$ cat config.mk
export PLATFORM = sky130hd
export DESIGN_NAME = sevseg_scan8
export DESIGN_NICKNAME = d
export VERILOG_FILES = /design/src/rtl/sevseg_pkg.sv /design/src/rtl/sevseg_scan8_decoder.sv /design/src/rtl/sevseg_scan8.sv
export SDC_FILE = /design/constraint.sdc
export NUM_CORES = 1
export LEC_CHECK = 0
export ABC_AREA = 1
export CORE_MARGIN = 2
export CORE_UTILIZATION = 40
export CTS_BUF_LIST = sky130_fd_sc_hd__clkbuf_16
export DETAILED_ROUTE_END_ITERATION = 7
export PLACE_DENSITY = 0.62
export SLEW_MARGIN = 20
export SYNTH_ARGS = -nofsm -noshare
export SYNTH_HDL_FRONTEND = slang
export SYNTH_SLANG_ARGS = --single-unit
$ cat constraint.sdc
create_clock -name clk -period 2.78 [get_ports clk]
set_clock_uncertainty 0.15 [all_clocks]
set_input_delay 0.556 -clock clk [delete_from_list [all_inputs] [get_ports clk]]
set_output_delay 0.556 -clock clk [all_outputs]
set_load 0.05 [all_outputs]
$ cat src/rtl/sevseg_pkg.sv
// Shared constants and nibble-to-segment decode for the 8-digit seven-segment scanner.
// Segment patterns are active-low, ordered g,f,e,d,c,b,a.
package sevseg_pkg;

  localparam int NUM_DIGITS = 8;

  localparam logic [6:0] SEG_0    = 7'h40;
  localparam logic [6:0] SEG_1    = 7'h79;
  localparam logic [6:0] SEG_2    = 7'h24;
  localparam logic [6:0] SEG_3    = 7'h30;
  localparam logic [6:0] SEG_4    = 7'h19;
  localparam logic [6:0] SEG_5    = 7'h12;
  localparam logic [6:0] SEG_6    = 7'h02;
  localparam logic [6:0] SEG_7    = 7'h78;
  localparam logic [6:0] SEG_8    = 7'h00;
  localparam logic [6:0] SEG_9    = 7'h10;
  localparam logic [6:0] SEG_DASH = 7'h3F;
  localparam logic [6:0] SEG_OFF  = 7'h7F;

  // Non-BCD codes 10..15 render as a dash so corrupt data is visible.
  function automatic logic [6:0] seg_decode(input logic [3:0] nib);
    case (nib)
      4'd0:    seg_decode = SEG_0;
      4'd1:    seg_decode = SEG_1;
      4'd2:    seg_decode = SEG_2;
      4'd3:    seg_decode = SEG_3;
      4'd4:    seg_decode = SEG_4;
      4'd5:    seg_decode = SEG_5;
      4'd6:    seg_decode = SEG_6;
      4'd7:    seg_decode = SEG_7;
      4'd8:    seg_decode = SEG_8;
      4'd9:    seg_decode = SEG_9;
      default: seg_decode = SEG_DASH;
    endcase
  endfunction

endpackage

$ cat src/rtl/sevseg_scan8_decoder.sv
// Combinational BCD nibble to active-low seven-segment pattern.
import sevseg_pkg::*;

module sevseg_decoder (
  input  logic [3:0] nibble,
  output logic [6:0] seg
);

  assign seg = seg_decode(nibble);

endmodule

$ cat src/rtl/sevseg_scan8.sv
// 8-digit multiplexed seven-segment scanner with per-frame snapshot and blanking guard.
// Optional leading-zero blanking per 4-digit group when SEVSEG_LZB_EN is defined.
import sevseg_pkg::*;

module sevseg_scan8 #(
  parameter int         TICKS_PER_DIGIT = 100000,
  parameter int         BLANK_TICKS     = 256,
  parameter logic [7:0] DP_MASK         = 8'h10
) (
  input  logic        clk,
  input  logic        rst,
  input  logic [31:0] digits,
  output logic [7:0]  an,
  output logic [6:0]  seg,
  output logic        dp,
  output logic        frame_done
);

  localparam int TW = $clog2(TICKS_PER_DIGIT);
  localparam logic [TW-1:0] TICK_LAST  = TW'(TICKS_PER_DIGIT - 1);
  localparam logic [TW-1:0] TICK_BLANK = TW'(BLANK_TICKS);

  logic [TW-1:0] tick;
  logic [2:0]    idx;
  logic [31:0]   snap;
  logic [3:0]    cur_nib;
  logic [6:0]    dec_seg;
  logic          lz_blank;
  logic          slot_end;
  logic          frame_end;

  assign slot_end  = (tick == TICK_LAST);
  assign frame_end = slot_end && (idx == 3'd7);
  assign cur_nib   = snap[{idx, 2'b00} +: 4];

  sevseg_decoder u_dec (
    .nibble (cur_nib),
    .seg    (dec_seg)
  );

`ifdef SEVSEG_LZB_EN
  // Blank when this digit and every higher digit of its group are zero;
  // the lowest digit of each group is always shown.
  always_comb begin
    lz_blank = (idx[1:0] != 2'd0);
    for (int j = 0; j < 4; j++) begin
      if ((2'(j) >= idx[1:0]) && (snap[{idx[2], 2'(j), 2'b00} +: 4] != 4'd0))
        lz_blank = 1'b0;
    end
  end
`else
  assign lz_blank = 1'b0;
`endif

  always_ff @(posedge clk) begin
    if (rst) begin
      tick       <= '0;
      idx        <= 3'd0;
      snap       <= 32'd0;
      an         <= 8'hFF;
      seg        <= SEG_OFF;
      dp         <= 1'b1;
      frame_done <= 1'b0;
    end else begin
      tick <= slot_end ? '0 : tick + 1'b1;
      if (slot_end)
        idx <= idx + 3'd1;
      // Snapshot only at the frame boundary so a frame never tears.
      if (frame_end)
        snap <= digits;
      frame_done <= frame_end;
      if (tick < TICK_BLANK) begin
        an  <= 8'hFF;
        seg <= SEG_OFF;
        dp  <= 1'b1;
      end else begin
        an  <= ~(8'b1 << idx);
        seg <= lz_blank ? SEG_OFF : dec_seg;
        dp  <= ~DP_MASK[idx];
      end
    end
  end

endmodule

Word-level counts from Yosys, hierarchy flattened. Memory sizes are Yosys's and may differ from the RTL's. A register that Yosys moved wholly into a read port is not among the register bits. Cells that the tools add are included.

Add/sub/neg operators: 2. Order comparisons: 2. Equality and inequality tests: 2. Shift operators: 2. Muxes and demuxes: 3. Bitwise logic cells: 2. Reductions and logical operators: 3.

Operators with widths (count): 32-bit by 6-bit variable part select with 4-bit output (1); 17-bit by 1-bit adder with 17-bit output, second input constant (1); 17-bit == test, second input constant (1); 17-bit by 9-bit less-than comparator with 1-bit output, second input constant (1); 8-bit NOT (1); 1-bit by 3-bit left shift with 8-bit output, first input constant (1); 3-bit 2-to-1 mux (2); 3-bit by 4-bit less-than comparator with 1-bit output, second input constant (1); 2-bit OR reduction (2); 3-bit by 1-bit adder with 3-bit output, second input constant (1); 3-bit == test, second input constant (1); 1-bit logical AND (1); 1-bit 2-to-1 mux (1); 1-bit NOT (1).

Flip-flop bits (word level): 62. ROM bits: 120. Input bits: 34. Output and inout bits: 17. Logic and storage cells: 24. Memories kept: 2.

Memory list: (name not given) (words 16, width 7, read ports 1, clocked after memory_dff 1, wr ports 0, line sevseg_pkg.sv:22) `case (nib)`; (name not given) (words 8, width 1, read ports 1, clocked after memory_dff 1, wr ports 0, line sevseg_scan8.sv:79) `dp <= ~DP_MASK[idx];`.

Logic depth before layout (Yosys ltp). Gate-level depths: netlist of the first run.

Depth in word-level cells: 3. Depth in mapped cells: 13. Gate-level depth less buffers: 11.

Modules after synthesis. Synthesis of the first run repeated with hierarchy kept, for this count alone.

Cells, all modules: 423. Area total of the unflattened synthesis: 3263.1 um^2.

Modules (own cells, without submodules): sevseg_scan8 (instances 1, cells each 388, area each 3076.7 um^2, seq. area each 1401.3 um^2); sevseg_decoder (instances 1, cells each 35, area each 186.4 um^2, seq. area each 0.0 um^2).

Worst setup path after synthesis of the first run. No wires, ideal clock.

Path type: flip-flop to flip-flop. From: register idx[0]. To: register seg[5]. Setup time: 0.120 ns. Arrival: 1.548 ns. Path slack: 0.961 ns. Stages on the path, launching flop included: 14. Path buffers: 2. Clock period less this slack: 1.819 ns. Cells stage by stage: dfxtp_1 buf_4 inv_4 buf_6 nand2_1 nand3_1 nand3_1 o21ai_1 inv_1 ha_1 inv_1 nand3_1 nand3_1 nand3_1.

Word-level cells in the longest chain between the ends: 1.

Ends and longest elaborated chain: start: declaration (line sevseg_scan8.sv:24) `logic [2:0] idx;`; start signal: assignment (line sevseg_scan8.sv:67) `idx <= idx + 3'd1;`; 32-bit by 6-bit variable part select with 4-bit output (line sevseg_scan8.sv:34) `assign cur_nib = snap[{idx, 2'b00} +: 4];`; end: declaration (line sevseg_scan8.sv:14) `output logic [6:0] seg,`.

Every way passes these cells. A chain may end at the register's enable or synchronous reset.

Worst setup path after layout of the first run. Same ends and word-level chain as after synthesis.

==> results.py, run 1 <==
metrics = {
    "status": {
        "outcome": "finished, final reports clean",
    },
    "cts": {
        "clk_pin_slew_ns": 0.05,
        "cts_sinks": 70,
        "cts_buffers": 9,
        "cts_tree": "yes",
        "cts_resized": 0,
        "cts.path.max_buffers": 2,
        "hold_buffers": 0,
        "cts_setup_buffers": 0,
        "ctsHtreeMaxLevel": 3,
        "ctsRootBufferMaster": "clkbuf_16",
        "insertion_delay_ns": 0.33,
    },
    "global_route": {
        "grt_pass1_wl_um": 13800,
        "grt_usage": 0.176,
        "antenna_found_initial": 0,
        "grt_pass1_vias": 3029,
        "overflow": 0,
        "grt_max_degree": 34,
    },
    "floorplan": {
        "die-area_sq_um": 9600,
        "initial_core_util": 0.409,
        "ios": 51,
        "die_h_um": 98.0,
        "die_w_um": 98.0,
        "core_sq_um": 8640,
        "rows": 34,
    },
    "synthesis": {
        "synth_area_per_cell_sq_um": 7.18,
        "synth-seq-cells": 70,
        "postSynthCellCount": 492,
        "netlist_area_sq_um": 3530,
        "synthesis.nets": 538,
        "synth_top_cell_by_area": "dfxtp_1",
        "yosys-top-cells-area": "dfxtp_1, nand2_1, nand3_1",
        "netlist.area_leader.share": 0.397,
        "yosysSeqAreaShare": 0.397,
        "synth_cell_type_count": 31,
        "synth_warnings": 0,
    },
    "power_and_ir_drop": {
        "p_leak_nw": 1.96,
        "vdd_drop_max_uv": 259,
        "power_density_nw_per_um2": 480,
    },
    "critical_path": {
        "critPathLaunch": "idx[0]",
        "critPathLaunchType": "flip-flop",
        "reg2reg_from": "idx[0]",
        "worstSetupPathType": "flip-flop to flip-flop",
        "crit_arrival_ns": 2.26,
        "critPathRequiredTime_ns": 2.83,
        "cp-end-kind": "flip-flop",
        "cp_max_fo": 19,
    },
    "finish": {
        "area_delta_synth_final_pct": 20.9,
        "postLayoutCoreUtil": 0.495,
        "fin_nets": 586,
        "stdcell_count": 651,
        "insertedDiodeCount": 0,
        "final_common_cell": "nand2_1",
        "layout_common_cells": "nand2_1, dfxtp_1, nand3_1, nor2_1, inv_1",
        "fin_area_sq_um": 4270,
        "layout-drive-gt1-share": 0.125,
        "fillers": 845,
    },
    "sta": {
        "setup_violations": 0,
        "fin_setup_tns_ns": 0,
        "fmax_mhz": 451,
        "worst_pin_slew_ns": 0.583,
        "rsz0062_at_grt": "no",
        "drv_slew": 0,
        "hold_viol_final": 0,
        "period_needed_ns": 2.22,
        "relSlewSlack": 0.611,
        "period_share": 0.797,
    },
    "route": {
        "viasPerCell": 4.67,
        "wl_um": 7790,
        "ant_nets": 0,
        "vias": 3043,
        "first_iter_violations": 136,
        "firstDrtPassIters": 4,
        "wl_per_cell_um": 12.0,
        "drc": 0,
    },
    "place": {
        "place.gp.congestion": 0.899,
        "place_area_sq_um": 4030,
        "portBuffers": 50,
        "place_inst": 637,
        "dpl.hpwl_um": 5520,
    },
    "worst_hold_path": {
        "hp-class": "flip-flop to flip-flop",
    },
    "job": {
        "cap_viol_max_count": 0,
    },
}
## cell families after synthesis
group	count (synthesis)	synth area share
AOI/OAI and AO/OA	13	0.0195
xor gates and xnor gates	6	0.0149
adders and majority gates	12	0.0425
buffers and inverters	79	0.114
DFF	70	0.397
and+or+nand+nor	312	0.412
## flip-flops by register name, summed over array words and instances (netlist names), named ones only
signal / cells
tick: 17
snap: 32
seg: 7
idx: 3
dp: 1
frame_done: 1
an: 8
## cells in the mapped netlist (all sizes together)
master	number
nand3	59
xnor2	1
xor2	5
dfxtp	70
clkbuf	3
nand2	146
nor2	88
o21ai	4
a21oi	9
nand4	8
ha	12
clkinv	3
nor3	10
inv	60
or2	1
buf	13
## per-layer routing
metal | global-route usage | vias up | part of all wire
li1 | - | 1611 | -
met1 | 0.206 | 1370 | 0.44
met2 | 0.316 | 54 | 0.51
met3 | 0.0501 | 8 | 0.044
met4 | 0.0470 | 0 | 0.0085
met5 | 0 | - | 0
## stage by stage
stage / total power (W) / setup WS [ns] / hold slack (ns)
3_3_place_gp: 0.00111 / 0.548 / 0.230
5_1_grt: 0.00212 / 0.316 / 0.259
2_1_floorplan: 0.00105 / 0.961 / 0.201
4_1_cts: 0.00208 / 0.537 / 0.241
3_5_place_dp: 0.00111 / 0.561 / 0.232
6_report: 0.00205 / 0.565 / 0.236
## path summary, 6_finish.rpt
check,slack (ns),cells past startpoint,endpoint
worst max-delay path,0.56,12,seg[5]
worst min-delay path,0.24,1,dp
worst max register to register,0.56,12,seg[5]
worst min register to register,0.24,1,dp
## cell type report
class,count,area [sq um],area share
well taps,108,135,0.0316
multi-input cells,343,1730,0.405
inverters,63,239,0.0559
flip-flops and latches,70,1400,0.328
clock inverters,5,20.0,0.00469
clock buffers,9,225,0.0527
repair buffers,53,523,0.122
## where the power goes
part	internal, W	switching (W)
Combinational	0.0000451	0.0000285
Clock	0.000578	0.000387
Sequential	0.00101	0.00000234
Total	0.00163	0.000417
## worst max-delay path: stages, from the launching register on
cell and delay, ns:
dfxtp_1 0.35, buf_4 0.22, inv_4 0.19, nand2_1 0.08
nand3_1 0.09, nand2_1 0.07, o21ai_1 0.31, inv_1 0.12
ha_1 0.19, inv_1 0.05, nand3_1 0.09, nand3_1 0.10
nand3_1 0.07
(Power assumes the default switching activity.)
==> run 2: changes to the inputs <==
- PLACE_DENSITY: 0.62 -> 0.64
- clock period: 2.78 -> 1.8 ns (I/O delays scaled with it)
==> results.py, run 2 (synthesized netlist as in run 1, its figures left out) <==
metrics = {
    "status": {
        "outcome": "finished, final reports clean",
    },
    "power_and_ir_drop": {
        "power_frac_clock": 0.476,
        "switchingPower_w": 0.000662,
        "p_total_w": 0.00320,
        "power_density_nw_per_um2": 698,
        "p_leak_nw": 2.09,
        "intPower_w": 0.00254,
        "pwr-share-seq": 0.487,
        "pwr-share-comb": 0.037,
        "vdd_drop_max_uv": 427,
        "swShare": 0.207,
    },
    "cts": {
        "ctsRootBufferMaster": "clkbuf_16",
        "cts.path.max_buffers": 2,
        "ctsHtreeMaxLevel": 3,
        "insertion_delay_ns": 0.33,
        "cts_buffers": 9,
        "cts_sinks": 70,
        "hold_buffers": 0,
        "clk_pin_slew_ns": 0.05,
        "cts_tree": "yes",
    },
    "floorplan": {
        "ios": 51,
        "die-area_sq_um": 9600,
        "die_h_um": 98.0,
        "core_sq_um": 8640,
        "initial_core_util": 0.409,
        "rows": 34,
        "die_w_um": 98.0,
    },
    "global_route": {
        "grt_usage": 0.174,
        "grt_pass1_wl_um": 13600,
        "grt_max_degree": 33,
        "antenna_found_initial": 0,
        "grt_pass1_vias": 3049,
        "overflow": 0,
    },
    "critical_path": {
        "critPathRequiredTime_ns": 1.85,
        "cpMaxStageDelayCell": "dfxtp_4",
        "cp-end-kind": "flip-flop",
        "reg2reg_from": "idx[0]",
        "cp.buffers_inverters": 2,
        "critPathLaunch": "idx[0]",
        "crit_arrival_ns": 1.78,
        "reg2regPathDepth": 10,
        "cp_max_fo": 7,
        "slowest_delay_ns": 0.38,
        "crit_cells": 10,
        "cp_top_family": "simple AND/OR/NAND/NOR gates",
        "crit_chain": "buf_12 -> inv_4 -> nand2_1 -> nand3_1 -> nand3_2 -> o21ai_4 -> ha_1 -> nand3_2 -> nand3_2 -> nand3_1",
        "critPathLaunchType": "flip-flop",
        "crit_path_frequent_cell": "nand3_2",
        "worstSetupPathType": "flip-flop to flip-flop",
    },
    "sta": {
        "fin_setup_tns_ns": 0,
        "period_share": 0.964,
        "relSlewSlack": 0.666,
        "hold_viol_final": 0,
        "fmax_mhz": 576,
        "drv_slew": 0,
        "fin_ws_ns": 0.0642,
        "period_needed_ns": 1.74,
        "worst_pin_slew_ns": 0.497,
        "setup_violations": 0,
    },
    "place": {
        "portBuffers": 50,
        "post-place-ws_ns": -0.0940,
        "dpl.hpwl_um": 5770,
        "place_inst": 653,
        "place.gp.congestion": 0.827,
    },
    "finish": {
        "insertedDiodeCount": 0,
        "layout-drive-gt1-share": 0.239,
        "stdcell_count": 672,
        "fin_nets": 605,
        "area_delta_synth_final_pct": 29.7,
        "layout_common_cells": "nand2_1, dfxtp_1, nor2_1",
        "largest_reg_flops": 32,
        "final_common_cell": "nand2_1",
        "top_register": "snap",
        "reg_top3": "snap x32, tick x17, an x8",
        "postLayoutCoreUtil": 0.531,
    },
    "route": {
        "ant_nets": 0,
        "wl_um": 8040,
        "viasPerCell": 4.67,
        "drc": 0,
        "first_iter_violations": 120,
        "vias": 3135,
        "wl_per_cell_um": 12.0,
        "firstDrtPassIters": 4,
    },
    "worst_hold_path": {
        "holdPathStages": 1,
        "hp-class": "flip-flop to flip-flop",
    },
    "job": {
        "cap_viol_max_count": 0,
    },
}
[run 2: cell count changes in the layout (fill, tap and decap cells not counted), moves of 13 or more]
cell	previous run	this run
clkdlybuf4s50_1	50	33
nand3_1	56	43
buf_4	3	32
nand3_2	2	15
[run 2: final timing paths]
check,to,slack (ns)
worst min-delay path,dp,0.22
worst max register to register,seg[3],0.06
worst min register to register,dp,0.22
worst max-delay path,seg[3],0.06
[run 2: metal layers]
metal,vias to the layer above,global-route usage,share of wire
met3,12,0.0387,0.046
met1,1402,0.215,0.45
met2,64,0.297,0.49
met5,-,0,0
met4,0,0.0630,0.015
li1,1657,-,-
[run 2: what timing repair did]
action | in CTS | in global routing
gates cloned | 1 | 1
gates resized for setup | 7 | 27
pin swaps | 2 | 11
setup endpoints to repair | 5 | 38
buffers inserted | 0 | 1
[run 2: final cells by class]
type | count | area, sq um
fill | 857 | 4050
multi-input combinational | 343 | 1840
sequential | 70 | 1410
timing repair buffer | 71 | 687
inverter | 63 | 244
clock buffer | 9 | 225
tap | 108 | 135
clock inverter | 7 | 33.8
timing repair inverter | 1 | 6.26
[run 2: worst register-to-register path, delay by kind of cell (launching register included)]
kind / cells / cell delay [ns]
buffers and inverters: 2 / 0.19
DFF: 1 / 0.38
AOI/OAI and AO/OA: 1 / 0.08
adders and majority gates: 1 / 0.32
and+or+nand+nor: 6 / 0.49
[run 2: power groups by stage]
stage                     Sequential, W  Combinational [W]  Clock, W
after floorplan                 0.00159          0.0000323         0
after global routing            0.00156           0.000127   0.00164
final                           0.00156           0.000118   0.00152
after detailed placement        0.00159           0.000119         0
after CTS                       0.00156           0.000120   0.00157
after global placement          0.00159           0.000120         0
[run 2: through the flow]
step / instance area (sq um) / hold slack, ns
6_report: 4580 / 0.225
5_1_grt: 4580 / 0.253
4_1_cts: 4440 / 0.232
3_5_place_dp: 4160 / 0.218
3_3_place_gp: 4160 / 0.215
2_1_floorplan: 3540 / 0.201
